==> config.mk <==
export PLATFORM = sky130hd
export DESIGN_NAME = memory_controller_flat
export DESIGN_NICKNAME = d
export VERILOG_FILES = /design/src/rtl/memory_controller_if.sv /design/src/rtl/memory_controller.sv /design/src/flat_wrapper.sv
export SDC_FILE = /design/constraint.sdc
export NUM_CORES = 1
export LEC_CHECK = 0
export CAP_MARGIN = 15
export CORE_MARGIN = 1.5
export CORE_UTILIZATION = 46
export CTS_CLUSTER_DIAMETER = 40
export DETAILED_ROUTE_END_ITERATION = 12
export GPL_TIMING_DRIVEN = 0
export HOLD_SLACK_MARGIN = 0.15
export PLACE_DENSITY = 0.79
export SYNTH_ARGS = -nofsm -noshare
export SYNTH_HDL_FRONTEND = slang
export SYNTH_SLANG_ARGS = --single-unit
==> constraint.sdc <==
create_clock -name clk -period 7.1 [get_ports clk]
set_input_delay 1.42 -clock clk [delete_from_list [all_inputs] [get_ports clk]]
set_output_delay 1.42 -clock clk [all_outputs]
set_load 0.02 [all_outputs]
==> src/rtl/memory_controller_if.sv <==
// Request, completion and byte-wide RAM signals shared between the memory controller and
// its requesters (fetch, LSB, UART and RAM).
interface memory_controller_if;
  logic        rdy;
  logic        wrong_commit;
  logic        if_enable;
  logic [31:0] if_addr;
  logic        if_valid;
  logic [31:0] if_data;
  logic        load_store_enable;
  logic [31:0] load_store_addr;
  logic [31:0] load_store_data;
  logic        load_or_store;
  logic [6:0]  load_store_op;
  logic        mem_valid;
  logic [31:0] mem_res;
  logic [7:0]  mem_din;
  logic [7:0]  mem_dout;
  logic [31:0] mem_a;
  logic        mem_wr;
  logic        io_buffer_full;

  modport slave (
    input  rdy, wrong_commit, if_enable, if_addr, load_store_enable, load_store_addr,
           load_store_data, load_or_store, load_store_op, mem_din, io_buffer_full,
    output if_valid, if_data, mem_valid, mem_res, mem_dout, mem_a, mem_wr
  );

  modport master (
    output rdy, wrong_commit, if_enable, if_addr, load_store_enable, load_store_addr,
           load_store_data, load_or_store, load_store_op, mem_din, io_buffer_full,
    input  if_valid, if_data, mem_valid, mem_res, mem_dout, mem_a, mem_wr
  );
endinterface

==> src/rtl/memory_controller.sv <==
// Arbitrates fetch and load/store traffic onto one byte-wide RAM port, serialising accesses
// into little-endian beats and returning registered one-cycle completion pulses.
module memory_controller #(
  parameter logic [1:0] IO_PREFIX = 2'b11
) (
  input  logic                clk,
  input  logic                rst,
  memory_controller_if.slave  bus
);

  localparam logic [6:0] OpLb  = 7'd1;
  localparam logic [6:0] OpLh  = 7'd2;
  localparam logic [6:0] OpLw  = 7'd3;
  localparam logic [6:0] OpLbu = 7'd4;
  localparam logic [6:0] OpLhu = 7'd5;
  localparam logic [6:0] OpSb  = 7'd6;
  localparam logic [6:0] OpSh  = 7'd7;
  localparam logic [6:0] OpSw  = 7'd8;

  typedef enum logic [1:0] {StIdle, StIfRead, StLsRead, StLsWrite} state_e;

  state_e      state_q, state_d;
  logic [1:0]  k_q, k_d;
  logic        tail_q, tail_d;
  logic        kill_q, kill_d;
  logic [31:0] addr_q, addr_d;
  logic [31:0] data_q, data_d;
  logic [6:0]  op_q, op_d;
  logic [31:0] buf_q, buf_d;
  logic [31:0] a_last_q, a_last_d;
  logic        if_valid_q, if_valid_d;
  logic [31:0] if_data_q, if_data_d;
  logic        mem_valid_q, mem_valid_d;
  logic [31:0] mem_res_q, mem_res_d;

  logic [31:0] beat_a, act_a, word;
  logic [1:0]  last_k, cap_k;
  logic [7:0]  act_dout;
  logic        act_wr, stall;

  function automatic logic [1:0] last_beat(input logic [6:0] op);
    case (op)
      OpLb, OpLbu, OpSb: last_beat = 2'd0;
      OpLh, OpLhu, OpSh: last_beat = 2'd1;
      default:           last_beat = 2'd3;
    endcase
  endfunction

  function automatic logic [31:0] extend(input logic [6:0] op, input logic [31:0] w);
    case (op)
      OpLb:    extend = {{24{w[7]}}, w[7:0]};
      OpLh:    extend = {{16{w[15]}}, w[15:0]};
      OpLbu:   extend = {24'd0, w[7:0]};
      OpLhu:   extend = {16'd0, w[15:0]};
      default: extend = w;
    endcase
  endfunction

  assign last_k = last_beat(op_q);
  // Byte on mem_din belongs to the beat issued one cycle earlier; wraps to 3 in the tail.
  assign cap_k  = k_q - 2'd1;
  assign beat_a = addr_q + {30'd0, k_q};
  assign stall  = (beat_a[17:16] == IO_PREFIX) && bus.io_buffer_full;

  always_comb begin
    word = buf_q;
    word[{cap_k, 3'b000} +: 8] = bus.mem_din;
  end

  always_comb begin
    act_a    = '0;
    act_wr   = 1'b0;
    act_dout = '0;
    unique case (state_q)
      StIfRead, StLsRead: begin
        if (!tail_q) act_a = beat_a;
      end
      StLsWrite: begin
        act_a    = beat_a;
        act_dout = data_q[{k_q, 3'b000} +: 8];
        act_wr   = !stall;
      end
      default: ;
    endcase
  end

  always_comb begin
    state_d     = state_q;
    k_d         = k_q;
    tail_d      = tail_q;
    kill_d      = kill_q;
    addr_d      = addr_q;
    data_d      = data_q;
    op_d        = op_q;
    buf_d       = buf_q;
    a_last_d    = a_last_q;
    if_valid_d  = if_valid_q;
    if_data_d   = if_data_q;
    mem_valid_d = mem_valid_q;
    mem_res_d   = mem_res_q;

    if (bus.rdy) begin
      if_valid_d  = 1'b0;
      mem_valid_d = 1'b0;
      a_last_d    = act_a;
      unique case (state_q)
        StIdle: begin
          if (!bus.wrong_commit && !if_valid_q && !mem_valid_q &&
              (bus.load_store_enable || bus.if_enable)) begin
            k_d    = 2'd0;
            tail_d = 1'b0;
            kill_d = 1'b0;
            buf_d  = '0;
            if (bus.load_store_enable) begin
              addr_d  = bus.load_store_addr;
              data_d  = bus.load_store_data;
              op_d    = bus.load_store_op;
              state_d = bus.load_or_store ? StLsRead : StLsWrite;
            end else begin
              addr_d  = bus.if_addr;
              op_d    = OpLw;
              state_d = StIfRead;
            end
          end
        end
        StIfRead, StLsRead: begin
          if (bus.wrong_commit) begin
            state_d = StIdle;
            k_d     = 2'd0;
            tail_d  = 1'b0;
          end else if (!tail_q) begin
            if (k_q != 2'd0) buf_d = word;
            k_d    = k_q + 2'd1;
            tail_d = (k_q == last_k);
          end else begin
            state_d = StIdle;
            k_d     = 2'd0;
            tail_d  = 1'b0;
            if (state_q == StIfRead) begin
              if_valid_d = 1'b1;
              if_data_d  = word;
            end else begin
              mem_valid_d = 1'b1;
              mem_res_d   = extend(op_q, word);
            end
          end
        end
        StLsWrite: begin
          // A committed store must land even if flushed; only its completion is hidden.
          if (bus.wrong_commit) kill_d = 1'b1;
          if (!stall) begin
            if (k_q == last_k) begin
              state_d     = StIdle;
              k_d         = 2'd0;
              mem_valid_d = !(kill_q || bus.wrong_commit);
              mem_res_d   = '0;
            end else begin
              k_d = k_q + 2'd1;
            end
          end
        end
        default: state_d = StIdle;
      endcase
    end
  end

  always_ff @(posedge clk or posedge rst) begin
    if (rst) begin
      state_q     <= StIdle;
      k_q         <= 2'd0;
      tail_q      <= 1'b0;
      kill_q      <= 1'b0;
      addr_q      <= '0;
      data_q      <= '0;
      op_q        <= '0;
      buf_q       <= '0;
      a_last_q    <= '0;
      if_valid_q  <= 1'b0;
      if_data_q   <= '0;
      mem_valid_q <= 1'b0;
      mem_res_q   <= '0;
    end else begin
      state_q     <= state_d;
      k_q         <= k_d;
      tail_q      <= tail_d;
      kill_q      <= kill_d;
      addr_q      <= addr_d;
      data_q      <= data_d;
      op_q        <= op_d;
      buf_q       <= buf_d;
      a_last_q    <= a_last_d;
      if_valid_q  <= if_valid_d;
      if_data_q   <= if_data_d;
      mem_valid_q <= mem_valid_d;
      mem_res_q   <= mem_res_d;
    end
  end

  // While frozen, replay the last issued address so the RAM keeps returning the byte that
  // the first active cycle afterwards expects to capture.
  assign bus.mem_a     = bus.rdy ? act_a : a_last_q;
  assign bus.mem_wr    = act_wr & bus.rdy;
  assign bus.mem_dout  = act_dout;
  assign bus.if_valid  = if_valid_q;
  assign bus.if_data   = if_data_q;
  assign bus.mem_valid = mem_valid_q;
  assign bus.mem_res   = mem_res_q;

endmodule

==> src/flat_wrapper.sv <==
// flat-port wrapper written by rule: the top's interface ports become plain ports
module memory_controller_flat 
#(
  parameter logic [1:0] IO_PREFIX = 2'b11
)
  (clk, rst, bus_rdy, bus_wrong_commit, bus_if_enable, bus_if_addr, bus_load_store_enable, bus_load_store_addr, bus_load_store_data, bus_load_or_store, bus_load_store_op, bus_mem_din, bus_io_buffer_full, bus_if_valid, bus_if_data, bus_mem_valid, bus_mem_res, bus_mem_dout, bus_mem_a, bus_mem_wr);
  memory_controller_if bus_i ();
  input  logic clk;
  input  logic rst;
  input wire logic [$bits(bus_i.rdy)-1:0] bus_rdy;
  input wire logic [$bits(bus_i.wrong_commit)-1:0] bus_wrong_commit;
  input wire logic [$bits(bus_i.if_enable)-1:0] bus_if_enable;
  input wire logic [$bits(bus_i.if_addr)-1:0] bus_if_addr;
  input wire logic [$bits(bus_i.load_store_enable)-1:0] bus_load_store_enable;
  input wire logic [$bits(bus_i.load_store_addr)-1:0] bus_load_store_addr;
  input wire logic [$bits(bus_i.load_store_data)-1:0] bus_load_store_data;
  input wire logic [$bits(bus_i.load_or_store)-1:0] bus_load_or_store;
  input wire logic [$bits(bus_i.load_store_op)-1:0] bus_load_store_op;
  input wire logic [$bits(bus_i.mem_din)-1:0] bus_mem_din;
  input wire logic [$bits(bus_i.io_buffer_full)-1:0] bus_io_buffer_full;
  output wire logic [$bits(bus_i.if_valid)-1:0] bus_if_valid;
  output wire logic [$bits(bus_i.if_data)-1:0] bus_if_data;
  output wire logic [$bits(bus_i.mem_valid)-1:0] bus_mem_valid;
  output wire logic [$bits(bus_i.mem_res)-1:0] bus_mem_res;
  output wire logic [$bits(bus_i.mem_dout)-1:0] bus_mem_dout;
  output wire logic [$bits(bus_i.mem_a)-1:0] bus_mem_a;
  output wire logic [$bits(bus_i.mem_wr)-1:0] bus_mem_wr;
  assign bus_i.rdy = bus_rdy;
  assign bus_i.wrong_commit = bus_wrong_commit;
  assign bus_i.if_enable = bus_if_enable;
  assign bus_i.if_addr = bus_if_addr;
  assign bus_i.load_store_enable = bus_load_store_enable;
  assign bus_i.load_store_addr = bus_load_store_addr;
  assign bus_i.load_store_data = bus_load_store_data;
  assign bus_i.load_or_store = bus_load_or_store;
  assign bus_i.load_store_op = bus_load_store_op;
  assign bus_i.mem_din = bus_mem_din;
  assign bus_i.io_buffer_full = bus_io_buffer_full;
  assign bus_if_valid = bus_i.if_valid;
  assign bus_if_data = bus_i.if_data;
  assign bus_mem_valid = bus_i.mem_valid;
  assign bus_mem_res = bus_i.mem_res;
  assign bus_mem_dout = bus_i.mem_dout;
  assign bus_mem_a = bus_i.mem_a;
  assign bus_mem_wr = bus_i.mem_wr;
  memory_controller #(.IO_PREFIX(IO_PREFIX)) u_core (.clk(clk), .rst(rst), .bus(bus_i));
endmodule
* Word level (Yosys, flattened, before mapping)
Index checks and enable logic that the tools add are counted.
Operators by class: multiplexer cells 51, reduce and logical (&&, ||, !) cells 28, bitwise gates (word level) 2, $add $sub $neg 4, shifts and indexed selects 3, equal/unequal tests 21
Operators with widths (count):
- $mux W32 | 12
- $pmux W32 S2 | 3
- $pmux W32 S4 | 1
- $add A32 B2 Y32 | 1
- $bwmux W32 | 1
- $shift A8 B7 Y32 const A | 1
- $shiftx A32 B6 Y8 | 1
- $shiftx A8 B7 Y32 | 1
- $eq A7 B3 Y1 const B | 4
- $mux W2 | 11
- $mux W1 | 15
- $pmux W2 S3 | 2
- $ne A2 B2 Y1 const B | 5
- $reduce_and A5 Y1 | 2
- $reduce_and A3 Y1 | 3
- $mux W8 | 1
- $ne A2 B1 Y1 const B | 4
- $reduce_and A4 Y1 | 2
- $reduce_bool A2 Y1 | 4
- $eq A7 B1 Y1 const B | 1
- $eq A7 B2 Y1 const B | 1
- $mux W7 | 1
- $neg A5 Y7 | 1
- $reduce_and A7 Y1 | 1
- other kinds (17) | 30
Storage, ports and cells: bits in registers 207, logic and storage cells 122, output and inout port bits 107

* Depth between registers and ports, before layout
depth in word-level cells 9, mapped depth 12, depth with buffers taken out 8

* Worst setup path before layout
Ideal clock, no wire load.
kind input to output, start input bus_rdy, end output bus_mem_a[22], stages on the path 5, arrival 2501 ps, path slack 3179 ps, buffers on the path 1, required time 5680 ps, cell sequence clkinv_1 -> nor2_1 -> o21ai_1 -> clkbuf_1 -> o2bb2ai_1
Between the ends: longest elaborated chain between the ends 1
Ends and longest elaborated chain:
- start: declaration | RTL line flat_wrapper.sv:10 | input wire logic [$bits(bus_i.rdy)-1:0] bus_rdy;
- $mux W32 | RTL line memory_controller.sv:201 | assign bus.mem_a = bus.rdy ? act_a : a_last_q;
- end: declaration | RTL line flat_wrapper.sv:26 | output wire logic [$bits(bus_i.mem_a)-1:0] bus_mem_a;
No other way between the ends.

* Worst setup path after layout
start input bus_rdy, end output bus_mem_a[5]
Same word-level chain as after synthesis.

==> results.py <==
metrics = {
    "outcome": {
        "outcome": "finished, final reports clean",
    },
    "synth": {
        "synth_edf_count": 0,
        "synth_nets": 1159,
        "synthFlopType": "dfrtp_1",
        "muxShareOfSynthArea": 0.07344,
        "async_reset_ff_frac": 1.000,
        "synth_compound_area_frac": 0.1593,
        "ys_warn_count": 0,
        "yosys_register_bits": 207,
        "syn-instance-count": 1029,
        "yosys.area_share.simple": 0.1763,
        "synthXorXnorAreaFrac": 0.02627,
        "synthAdderAreaFrac": 0.01451,
        "ys_types": 57,
        "synth_area_per_cell_um2": 9.719,
        "netlist_area_um2": 10000,
        "synth.yosys.seq_area_share": 0.5180,
        "synth_top_family_by_area": "simple AND/OR/NAND/NOR gates",
    },
    "critical_path": {
        "cp_slowest_stage_delay_ns": 0.68,
        "cp-start-kind": "input pin",
        "timing.critical_path.cells": "clkdlybuf4s50_1, clkinv_1, nor2_1, o21ai_1, clkbuf_1, o2bb2ai_1, clkdlybuf4s50_1",
        "path_class": "input pin to primary output",
        "critPathMostFrequentCell": "clkdlybuf4s50_1",
        "cp.required_ns": 5.68,
        "critPathArrivalTime_ns": 4.05,
        "critPathCaptureType": "primary output",
        "worstPathMaxFanout": 10,
        "cp_top_family": "buffers and inverters",
        "crit_buf_inv": 4,
        "slowest_stage": "clkdlybuf4s50_1",
    },
    "detailed_routing": {
        "wirelength_um": 28690,
        "ant_nets": 0,
        "vias_per_cell": 5.554,
        "met2_length_um": 14030,
        "drt-met1-wl_um": 11900,
        "wl_met3_um": 2194,
        "vias": 8770,
        "top_layer_used": "met5",
        "drtIter0Drc": 585,
        "first_pass_iters": 5,
        "wl_per_cell_um": 18.17,
        "drc_errors": 0,
    },
    "job": {
        "drv_cap": 0,
    },
    "grt": {
        "grt_pass1_wl_um": 44950,
        "grt_pass1_vias": 8482,
        "grtUsageTotal": 0.2542,
        "grt_max_degree": 129,
        "antenna_found_initial": 3,
        "grt.overflow.total": 0,
    },
    "cells_and_area": {
        "layout.cells.most_common": "nand2_1",
        "final_nets": 1414,
        "drive_gt1_frac": 0.06595,
        "layout_common_cells": "226 x nand2_1, 224 x clkdlybuf4s50_1, 207 x dfrtp_1",
        "finish.instance_area_um2": 13530,
        "num_antenna_cells": 0,
        "area_delta_synth_final_pct": 35.33,
    },
    "timing": {
        "setup_tns_ns": 0,
        "rsz0062_at_grt": "no",
        "hold_viol_final": 0,
        "holdWs_ns": 0.4671,
        "drv_slew": 0,
        "relSlewSlack": 0.2610,
        "tightestPinTransition_ns": 1.108,
        "fin_crit_sh": 0.7703,
        "setup_viol": 0,
        "fin_ws_ns": 1.631,
        "fin_crit_ns": 5.469,
        "fin_skew_ns": 0.01404,
        "fmax_mhz": 182.8,
    },
    "clock_network": {
        "cts.hold.buffers_added": 0,
        "cts.clk_slew.worst_paths_ns": 0.06,
        "cts.path.max_buffers": 3,
        "cts_setup_buffers": 0,
        "clkLatencyLatePin_ns": 0.52,
        "cts_root_buf": "clkbuf_16",
        "htreeDepth": 1,
        "cts_tree": "done",
        "clkSinkCount": 207,
        "cts-buffers-inserted": 27,
        "cts_resized": 0,
    },
    "placed_design": {
        "io_buffers": 224,
        "dpl.hpwl_um": 20880,
        "place_ws_ns": 1.691,
        "place_congestion": 0.8416,
        "dpl_cell_area_um2": 12630,
    },
    "pwr": {
        "share_comb_of_total_power": 0.402,
        "p_int_uw": 3384,
        "swShare": 0.3904,
        "power_leakage_uw": 0.005842,
        "p_per_area_nw_per_um2": 410.2,
        "sequentialPowerShare": 0.354,
        "ir_drop_mv": 0.2043,
        "finalPower_uw": 5552,
        "pwr-share-clk": 0.244,
        "p_sw_uw": 2168,
    },
    "floorplanning": {
        "die_w_um": 150.5,
        "ios": 226,
        "die_area_um2": 22640,
        "core_area_um2": 21150,
        "die_y_um": 150.5,
        "initial_core_util": 0.4728,
        "rows": 53,
    },
    "worst_hold_path": {
        "holdCritPathClass": "flop to flop",
    },
}
per-stage QoR:
stage / instances / utilization
floorplan: 1029 / -
global placement: 1528 / 0.5950
detailed placement: 1530 / 0.5969
CTS: 1579 / 0.6398
global route: 1579 / 0.6398
finish: 1579 / 0.6398
synth_stat cells, drive strengths merged, types with 8 or more instances:
| library cell | number | area, um^2 |
|---|---|---|
| a21oi | 39 | 195.2 |
| a22o | 13 | 113.9 |
| a22oi | 17 | 127.6 |
| a2bb2oi | 8 | 70.07 |
| and2 | 11 | 68.82 |
| and3 | 9 | 56.30 |
| clkbuf | 59 | 221.5 |
| dfrtp | 207 | 5180 |
| ha | 10 | 125.1 |
| inv | 21 | 78.83 |
| mux2 | 19 | 214.0 |
| mux2i | 34 | 340.3 |
| mux4 | 8 | 180.2 |
| nand2 | 226 | 848.3 |
| nand3 | 15 | 75.07 |
| nand4 | 8 | 50.05 |
| nor2 | 41 | 156.4 |
| nor2b | 35 | 219.0 |
| o211ai | 8 | 60.06 |
| o21ai | 114 | 570.6 |
| o2bb2ai | 32 | 280.3 |
| or4 | 9 | 67.56 |
| xnor2 | 11 | 96.34 |
| xor2 | 19 | 166.4 |
registers in the layout, summed over array words and instances, names as in the netlist, 2 cells and up:
name	cells
u_core.a_last_q	32
u_core.addr_q	32
u_core.bus.if_data	32
u_core.op_q	7
u_core.data_q	32
u_core.k_q	2
u_core.state_q	2
u_core.buf_q	32
u_core.bus.mem_res	32
final cells by class:
cell class	instances	area, um^2
fill	1724	7620
inverter	22	90.09
timing repair buffer	226	2275
buffer	63	240.2
clock buffer	29	703.2
sequential	207	5180
multi-input combinational	737	4498
clock inverter	20	203.9
tap	275	344.1
logic make-up after synthesis:
| logic type | after synthesis |
|---|---|
| xor gates and xnor gates | 30 |
| adders and majority gates | 11 |
| DFF | 207 |
| and+or+nand+nor | 383 |
| buffers and inverters | 85 |
| muxes | 61 |
| AOI/OAI and AO/OA | 252 |
power by group through the flow:
stage / Clock (uW) / Combinational [uW] / Sequential [uW]
2_1_floorplan: 0 / 1180 / 2050
3_3_place_gp: 0 / 2160 / 1950
3_5_place_dp: 0 / 2210 / 1970
4_1_cts: 1370 / 2230 / 1960
5_1_grt: 1420 / 2420 / 2010
6_report: 1360 / 2230 / 1970
per-layer routing:
layer  global-route usage  vias up
li1                     -     4108
met1               0.3373     4270
met2               0.4291      345
met3              0.05091       45
met4              0.06029        2
met5                    0        -
worst min-delay path, cell delays in order (launching register included):
cell and delay, ns:
dfrtp_1 0.34, nand2_1 0.05, nand2_1 0.05
path summary, 6_finish.rpt:
path / cells after the start / from / slack (ns) / end
min in group asynchronous: 2 / rst / 1.35 / u_core.data_q[21]$_DFFE_PP0P_
min reg2reg: 2 / u_core.data_q[15]$_DFFE_PP0P_ / 0.47 / u_core.data_q[15]$_DFFE_PP0P_
max reg2reg: 8 / u_core.k_q[0]$_DFFE_PP0P_ / 2.81 / u_core.buf_q[4]$_DFFE_PP0P_
max in group asynchronous: 3 / rst / 4.73 / u_core.addr_q[16]$_DFFE_PP0P_
max: 7 / bus_rdy / 1.63 / bus_mem_a[5]
min: 2 / u_core.data_q[15]$_DFFE_PP0P_ / 0.47 / u_core.data_q[15]$_DFFE_PP0P_
No activity file was read; power rests on OpenSTA's default activity.
